**config.mk**
```make
export PLATFORM = sky130hd
export DESIGN_NAME = pipeline_rb_subtractor
export DESIGN_NICKNAME = d
export VERILOG_FILES = /design/src/rtl/pipeline_rb_subtractor.sv
export SDC_FILE = /design/constraint.sdc
export NUM_CORES = 1
export LEC_CHECK = 0
export BUFFER_PORTS_ARGS = -buffer_cell sky130_fd_sc_hd__buf_2
export CAP_MARGIN = 10
export CORE_MARGIN = 1.5
export CORE_UTILIZATION = 50
export DETAILED_ROUTE_END_ITERATION = 10
export GPL_ROUTABILITY_DRIVEN = 1
export PLACE_DENSITY = 0.75
export REMOVE_ABC_BUFFERS = 1
export SETUP_SLACK_MARGIN = 0.4
export SYNTH_ARGS = -nofsm -noshare
export SYNTH_HDL_FRONTEND = slang
export SYNTH_SLANG_ARGS = --single-unit
```
**constraint.sdc**
```tcl
create_clock -name clk -period 9.5 [get_ports clk]
set_input_delay 0.475 -clock clk [delete_from_list [all_inputs] [get_ports clk]]
set_output_delay 0.475 -clock clk [all_outputs]
set_load 0.1 [all_outputs]
```
**src/rtl/pipeline_rb_subtractor.sv**
```systemverilog
// Three-stage pipelined ripple-borrow subtractor (diff = a - b - bin) with a valid/ready stall.
// Define PIPE_SUB_OVF_EN to add the registered signed-overflow output ovf.
module pipeline_rb_subtractor #(
  parameter int unsigned WIDTH = 64,
  parameter int unsigned SEG1  = 23,
  parameter int unsigned SEG2  = 46
) (
  input  logic             clk,
  input  logic             rst,
  input  logic             in_valid,
  output logic             in_ready,
  input  logic [WIDTH-1:0] a,
  input  logic [WIDTH-1:0] b,
  input  logic             bin,
  output logic             out_valid,
  input  logic             out_ready,
  output logic [WIDTH-1:0] diff,
  output logic             bout
`ifdef PIPE_SUB_OVF_EN
  ,
  output logic             ovf
`endif
);

  localparam int unsigned UW1 = WIDTH - SEG1;
  localparam int unsigned UW2 = WIDTH - SEG2;
  localparam int unsigned MW  = SEG2 - SEG1;

  logic adv;

  logic [SEG1-1:0]  d1_d, d1_q;
  logic             br1_d, br1_q;
  logic [UW1-1:0]   a1_d, a1_q, b1_d, b1_q;
  logic             v1_d, v1_q;

  logic [SEG2-1:0]  d2_d, d2_q;
  logic             br2_d, br2_q;
  logic [UW2-1:0]   a2_d, a2_q, b2_d, b2_q;
  logic             v2_d, v2_q;

  logic [WIDTH-1:0] diff_d, diff_q;
  logic             bout_d, bout_q;
  logic             out_valid_d, out_valid_q;

  // A full output slot that is not being drained freezes the whole pipe.
  assign adv      = ~out_valid_q | out_ready;
  assign in_ready = adv;

  always_comb begin : s1_comb
    logic br;
    br   = bin;
    d1_d = '0;
    for (int unsigned i = 0; i < SEG1; i++) begin
      d1_d[i] = a[i] ^ b[i] ^ br;
      br      = (~a[i] & b[i]) | (~(a[i] ^ b[i]) & br);
    end
    br1_d = br;
    a1_d  = a[WIDTH-1:SEG1];
    b1_d  = b[WIDTH-1:SEG1];
    v1_d  = in_valid;
  end

  always_comb begin : s2_comb
    logic          br;
    logic [MW-1:0] dm;
    br = br1_q;
    dm = '0;
    for (int unsigned i = 0; i < MW; i++) begin
      dm[i] = a1_q[i] ^ b1_q[i] ^ br;
      br    = (~a1_q[i] & b1_q[i]) | (~(a1_q[i] ^ b1_q[i]) & br);
    end
    d2_d  = {dm, d1_q};
    br2_d = br;
    a2_d  = a1_q[UW1-1:MW];
    b2_d  = b1_q[UW1-1:MW];
    v2_d  = v1_q;
  end

  always_comb begin : s3_comb
    logic           br;
    logic [UW2-1:0] dh;
    br = br2_q;
    dh = '0;
    for (int unsigned i = 0; i < UW2; i++) begin
      dh[i] = a2_q[i] ^ b2_q[i] ^ br;
      br    = (~a2_q[i] & b2_q[i]) | (~(a2_q[i] ^ b2_q[i]) & br);
    end
    diff_d      = {dh, d2_q};
    bout_d      = br;
    out_valid_d = v2_q;
  end

  always_ff @(posedge clk or posedge rst) begin
    if (rst) begin
      d1_q        <= '0;
      br1_q       <= 1'b0;
      a1_q        <= '0;
      b1_q        <= '0;
      v1_q        <= 1'b0;
      d2_q        <= '0;
      br2_q       <= 1'b0;
      a2_q        <= '0;
      b2_q        <= '0;
      v2_q        <= 1'b0;
      diff_q      <= '0;
      bout_q      <= 1'b0;
      out_valid_q <= 1'b0;
    end else if (adv) begin
      d1_q        <= d1_d;
      br1_q       <= br1_d;
      a1_q        <= a1_d;
      b1_q        <= b1_d;
      v1_q        <= v1_d;
      d2_q        <= d2_d;
      br2_q       <= br2_d;
      a2_q        <= a2_d;
      b2_q        <= b2_d;
      v2_q        <= v2_d;
      diff_q      <= diff_d;
      bout_q      <= bout_d;
      out_valid_q <= out_valid_d;
    end
  end

`ifdef PIPE_SUB_OVF_EN
  logic ovf_d, ovf_q;

  // Operand sign bits ride along as the top bits of the upper-segment operand registers.
  always_comb begin
    ovf_d = (a2_q[UW2-1] ^ b2_q[UW2-1]) & (diff_d[WIDTH-1] ^ a2_q[UW2-1]);
  end

  always_ff @(posedge clk or posedge rst) begin
    if (rst) begin
      ovf_q <= 1'b0;
    end else if (adv) begin
      ovf_q <= ovf_d;
    end
  end

  assign ovf = ovf_q;
`endif

  assign diff      = diff_q;
  assign bout      = bout_q;
  assign out_valid = out_valid_q;

endmodule

```
## After elaboration in Yosys (flattened, before gate mapping)

Cells that the tools add are included.

- Register bits: 257
- Input port bits: 133

- Bitwise logic cells: 450

Operators with widths:

| cell | count |
|---|---|
| 1-bit inverter | 129 |
| 1-bit AND | 128 |
| 1-bit XOR | 128 |
| 1-bit OR | 65 |

## Logic depth before layout (Yosys ltp)

- Word-level depth: 48
- Mapped depth: 27

## Worst setup path before layout

OpenSTA, ideal clock, no wires.

- Path type: input-to-reg
- Start: input port b[0]
- End: register d1_q[22]
- Setup time: 125 ps
- Stages on the path: 27
- Data required time: 9375 ps
- Path slack: -2 ps
- Data arrival time: 9376 ps
- Path through: inv_1 > fa_1 > inv_1 > fa_1 > fa_1 > fa_1 > fa_1 > fa_1 > fa_1 > fa_1 > fa_1 > fa_1 > fa_1 > fa_1 > fa_1 > fa_1 > fa_1 > fa_1 > fa_1 > fa_1 > fa_1 > fa_1 > fa_1 > fa_1 > inv_1 > fa_1 > mux2_4

- Longest elaborated chain between the ends: 47
- Elaborated cells between the ends (all ways): 48
- Classes of those cells: bitwise (48)

RTL lines:

| element | line | RTL |
|---|---|---|
| start, declared | 13 | `input logic [WIDTH-1:0] b,` |
| 1-bit XOR | 55 | `br = (~a[i] & b[i]) \| (~(a[i] ^ b[i]) & br);` |
| 1-bit inverter | 55 |  |
| 1-bit AND | 55 |  |
| 1-bit OR (*) | 55 |  |
| 1-bit AND (*) | 55 |  |
| 1-bit OR (*) | 55 |  |
| 1-bit AND (*) | 55 |  |
| 1-bit OR (*) | 55 |  |
| [... 32 more ...] | -- |  |
| 1-bit AND (*) | 55 |  |
| 1-bit OR (*) | 55 |  |
| 1-bit AND (*) | 55 |  |
| 1-bit OR (*) | 55 |  |
| 1-bit AND (*) | 55 |  |
| 1-bit OR (*) | 55 |  |
| 1-bit XOR (*) | 54 | `d1_d[i] = a[i] ^ b[i] ^ br;` |
| via d1_d[22] | 31 | `logic [SEG1-1:0] d1_d, d1_q;` |
| end signal, assigned | 95 | `d1_q <= '0;` |
| end signal, assigned | 109 | `d1_q <= d1_d;` |
| end, declared | 31 |  |

Mark *: on every way through the listed nets, which the timed path passes. The rest lies on a longest branch.
A chain may end at the register's enable or synchronous reset.

## Worst setup path after layout

- Start: register b1_q[0]
- End: register d2_q[45]

- Longest elaborated chain between the ends: 47
- Elaborated cells between the ends (all ways): 48
- Classes of those cells: bitwise (48)

RTL lines:

| element | line | RTL |
|---|---|---|
| start, declared | 33 | `logic [UW1-1:0] a1_d, a1_q, b1_d, b1_q;` |
| start signal, assigned | 98 | `b1_q <= '0;` |
| start signal, assigned | 112 | `b1_q <= b1_d;` |
| 1-bit XOR | 70 | `br = (~a1_q[i] & b1_q[i]) \| (~(a1_q[i] ^ b1_q[i]) & br);` |
| 1-bit inverter | 70 |  |
| 1-bit AND | 70 |  |
| 1-bit OR (*) | 70 |  |
| 1-bit AND (*) | 70 |  |
| 1-bit OR (*) | 70 |  |
| 1-bit AND (*) | 70 |  |
| 1-bit OR (*) | 70 |  |
| [... 32 more ...] | -- |  |
| 1-bit AND (*) | 70 |  |
| 1-bit OR (*) | 70 |  |
| 1-bit AND (*) | 70 |  |
| 1-bit OR (*) | 70 |  |
| 1-bit AND (*) | 70 |  |
| 1-bit OR (*) | 70 |  |
| 1-bit XOR (*) | 69 | `dm[i] = a1_q[i] ^ b1_q[i] ^ br;` |
| via d2_d[45] | 36 | `logic [SEG2-1:0] d2_d, d2_q;` |
| end signal, assigned | 100 | `d2_q <= '0;` |
| end signal, assigned | 114 | `d2_q <= d2_d;` |
| end, declared | 36 |  |

Marks and branches as above.

==> run summary <==
CTS Buf Count: 28
Root buf cell: clkbuf_16
Fmax: 111 MHz
First-pass GRT wire length: 34700 um
Yosys Warn Count: 0
Sw power: 0.00224 W
Placed cells: 1239
Compound-Gate Fraction of Synth Area: 0.0436
Worst setup EP type: register
Area growth syn-to-layout: 17.8%
Synth Instances: 754
Setup violators final: 0
Post-CTS Repair Setup Buffers: 0
Drt drc: 0
Max Slew Vio Count: 0
Cell Pwr Density: 361 nW/um2
CTS Hold Bufs: 0
Simple-Gate Fraction of Synth Area: 0.0389
Avg Cell Area, Syn: 16.0 um2
Total Neg Setup Slack: 0 ns
Clk buf depth: 3
DRT Pass-1 Iters: 4
Logic gate share of total power: 0.454
Clock Sink Count: 257
CTS H-Tree Depth: 1
Req. time, crit path: 9.91 ns
Die Y: 158 um
Setup WS post-layout: 0.468 ns
GPL Wtd Cong: 0.701
Max Cap Viol: 0
R2R setup slack: 0.47 ns
Vias/cell: 4.91
Place WS: -0.615 ns
RSZ-0062 raised after global routing: yes
Die area: 25100 um2
Fin nets: 1147
Initial antenna violation count: 2
Avg WL per Cell: 16.7 um
WP data arrival: 9.44 ns
CTS tree: yes
Reg2reg end: d2_q[45]
Gr ovfl total: 0
Int Power: 0.00291 W
Crit start category: register
Synth cell types: 13
Post-DRT Antenna Nets: 0
Initial core utilization: 0.512
Die extent in x: 158 um
Vias after detailed routing: 6334
Ports: 200
Global route hottest layer: met2
Slew HR: 0.238
Post-Synth Adder-Cell Area: 0.106
Slowest cell on crit path: fa_1
DRT iter0 DRCs: 287
IO Port Bufs: 199
Post-Route Utilization: 0.603
Period utilization: 0.951
Crit path time final: 9.03 ns
Maximum vdd ir drop: 299 uV
Vias in the first global route: 6704
Netlist Area Pre-Place: 12100 um2
Clock skew: 0.0182 ns
Sw Ratio: 0.435
Multiplexer share of the synthesized area: 0.228
Path type of the worst min-delay path: in2async
Fraction of layout cells with a size suffix above 1: 0.512
Total Routed Length: 21600 um
Clock-pin slew on the worst setup and hold paths: 0.07 ns
FF-to-FF path depth: 27
Core Box Area: 23600 um2
CP peak stage delay: 0.40 ns
XOR/XNOR Fraction of Synth Area: 0
Fin. Hold Viols: 0
Most Frequent Cell on Critical Path: fa_2
Flop pwr share: 0.335
Outcome: complete, no violations
Worst-Skew Late Latency: 0.53 ns
Static leakage: 6.73 nW
Crit Reg-Reg Startpoint: b1_q[0]
Clock Power Share: 0.211
Placement Rows: 56
WS Path Type: reg2reg
CP Max Fanout: 2
Non-Filler Instances: 1290
Gr usage total: 0.176
DP HPWL: 14000 um
Grt met3 use: 0.0495
Actual slew at the worst max-slew pin: 1.14 ns
Synthesis-stage register bit count: 257
Grt met2 use: 0.284
Sequential fraction of the synthesis area: 0.532
Met1 usage: 0.237
Largest net degree at the start of global routing: 147
Largest family of logic cells by synthesized area: multiplexers
## Yosys cell counts
library cell | n | share of area
a21oi_1 | 2 | 0.00083
a21oi_2 | 59 | 0.043
buf_2 | 5 | 0.0021
buf_6 | 25 | 0.023
clkbuf_1 | 12 | 0.0037
dfrtp_1 | 257 | 0.53
fa_1 | 64 | 0.11
inv_1 | 72 | 0.022
mux2_1 | 44 | 0.041
mux2_4 | 150 | 0.19
mux2i_1 | 1 | 0.00083
nand2b_1 | 2 | 0.0010
nor3b_1 | 61 | 0.038
## cell families (layout without fill, tap and decap cells)
| family | after synthesis | after routing |
|---|---|---|
| flip-flops | 257 | 257 |
| adder cells (fa/ha/maj) | 64 | 64 |
| multiplexers | 195 | 195 |
| AND/OR/NAND/NOR | 63 | 63 |
| other | 0 | 2 |
| AO/OA/AOI/OAI | 61 | 61 |
| buffers and inverters | 114 | 329 |
## cell usage in the layout (no fill, tap or decap), drive strengths merged
cell,n
mux2i,1
clkbuf,39
mux2,194
dfrtp,257
nor3b,61
nand2b,2
a21oi,61
bufinv,2
diode,2
clkinvlp,4
buf,208
clkinv,4
inv,72
fa,64
## layout make-up
| cell class | count | area, um2 |
|---|---|---|
| multi-input cells | 383 | 5120 |
| fillers | 1809 | 9370 |
| inverters | 72 | 278 |
| repair buffers | 208 | 1080 |
| diodes | 2 | 5.00 |
| flip-flops and latches | 257 | 6430 |
| well taps | 319 | 399 |
| clock buffers | 39 | 823 |
| clock inverters | 10 | 110 |
## worst max-delay path, delay by kind of cell, from the launching register on
| family | cells | cell delay [ns] |
|---|---|---|
| adders and majority gates | 23 | 8.05 |
| DFF | 1 | 0.38 |
| muxes | 1 | 0.26 |
| buffers and inverters | 3 | 0.21 |
## worst max-delay path by stage
stage	slack, ns	cells past startpoint	start	endpoint
global route	0.21	27	b1_q[0]	d2_q[45]
floorplan	-2.88	2	out_valid	a2_q[10]
detailed placement	-0.61	28	b[0]	d1_q[22]
global placement	-0.46	28	b[0]	d1_q[22]
finish	0.47	27	b1_q[0]	d2_q[45]
CTS	0.38	27	b1_q[0]	d2_q[45]
## sequential cells by signal (all words and copies together), names as in the netlist
register	count
b1_q	41
a2_q	18
d2_q	46
a1_q	41
br2_q	1
v1_q	1
diff	64
out_valid	1
bout	1
out_valid_d	1
br1_q	1
d1_q	23
b2_q	18
## per-layer routing
layer  up-vias  part of all wire
met5         -                 0
met4         0             0.016
met3        30             0.065
met2       142              0.47
met1      3254              0.45
li1       2908                 -
## stage by stage
step / total power (W) / area (um2) / hold slack [ns]
finish: 0.00514 / 14200 / 0.103
global route: 0.00541 / 14200 / 0.149
CTS: 0.00520 / 14200 / 0.142
detailed placement: 0.00408 / 13200 / 0.464
global placement: 0.00403 / 13200 / 0.449
floorplan: 0.00390 / 11700 / 0.435
## timing repair
item	4_1_cts	5_1_grt
endpoints found under the setup margin	5	2
gates resized for setup	27	4
endpoints found under the hold margin	0	0
pin swaps	1	1
## power by group through the flow
stage               registers [W]  clock network (W)  logic, W
floorplan                 0.00272                  0   0.00118
global placement          0.00173                  0   0.00230
detailed placement        0.00174                  0   0.00234
global route              0.00178            0.00116   0.00247
finish                    0.00173            0.00108   0.00233
CTS                       0.00173            0.00111   0.00236
Note: power is estimated with default switching activity, not from simulation.
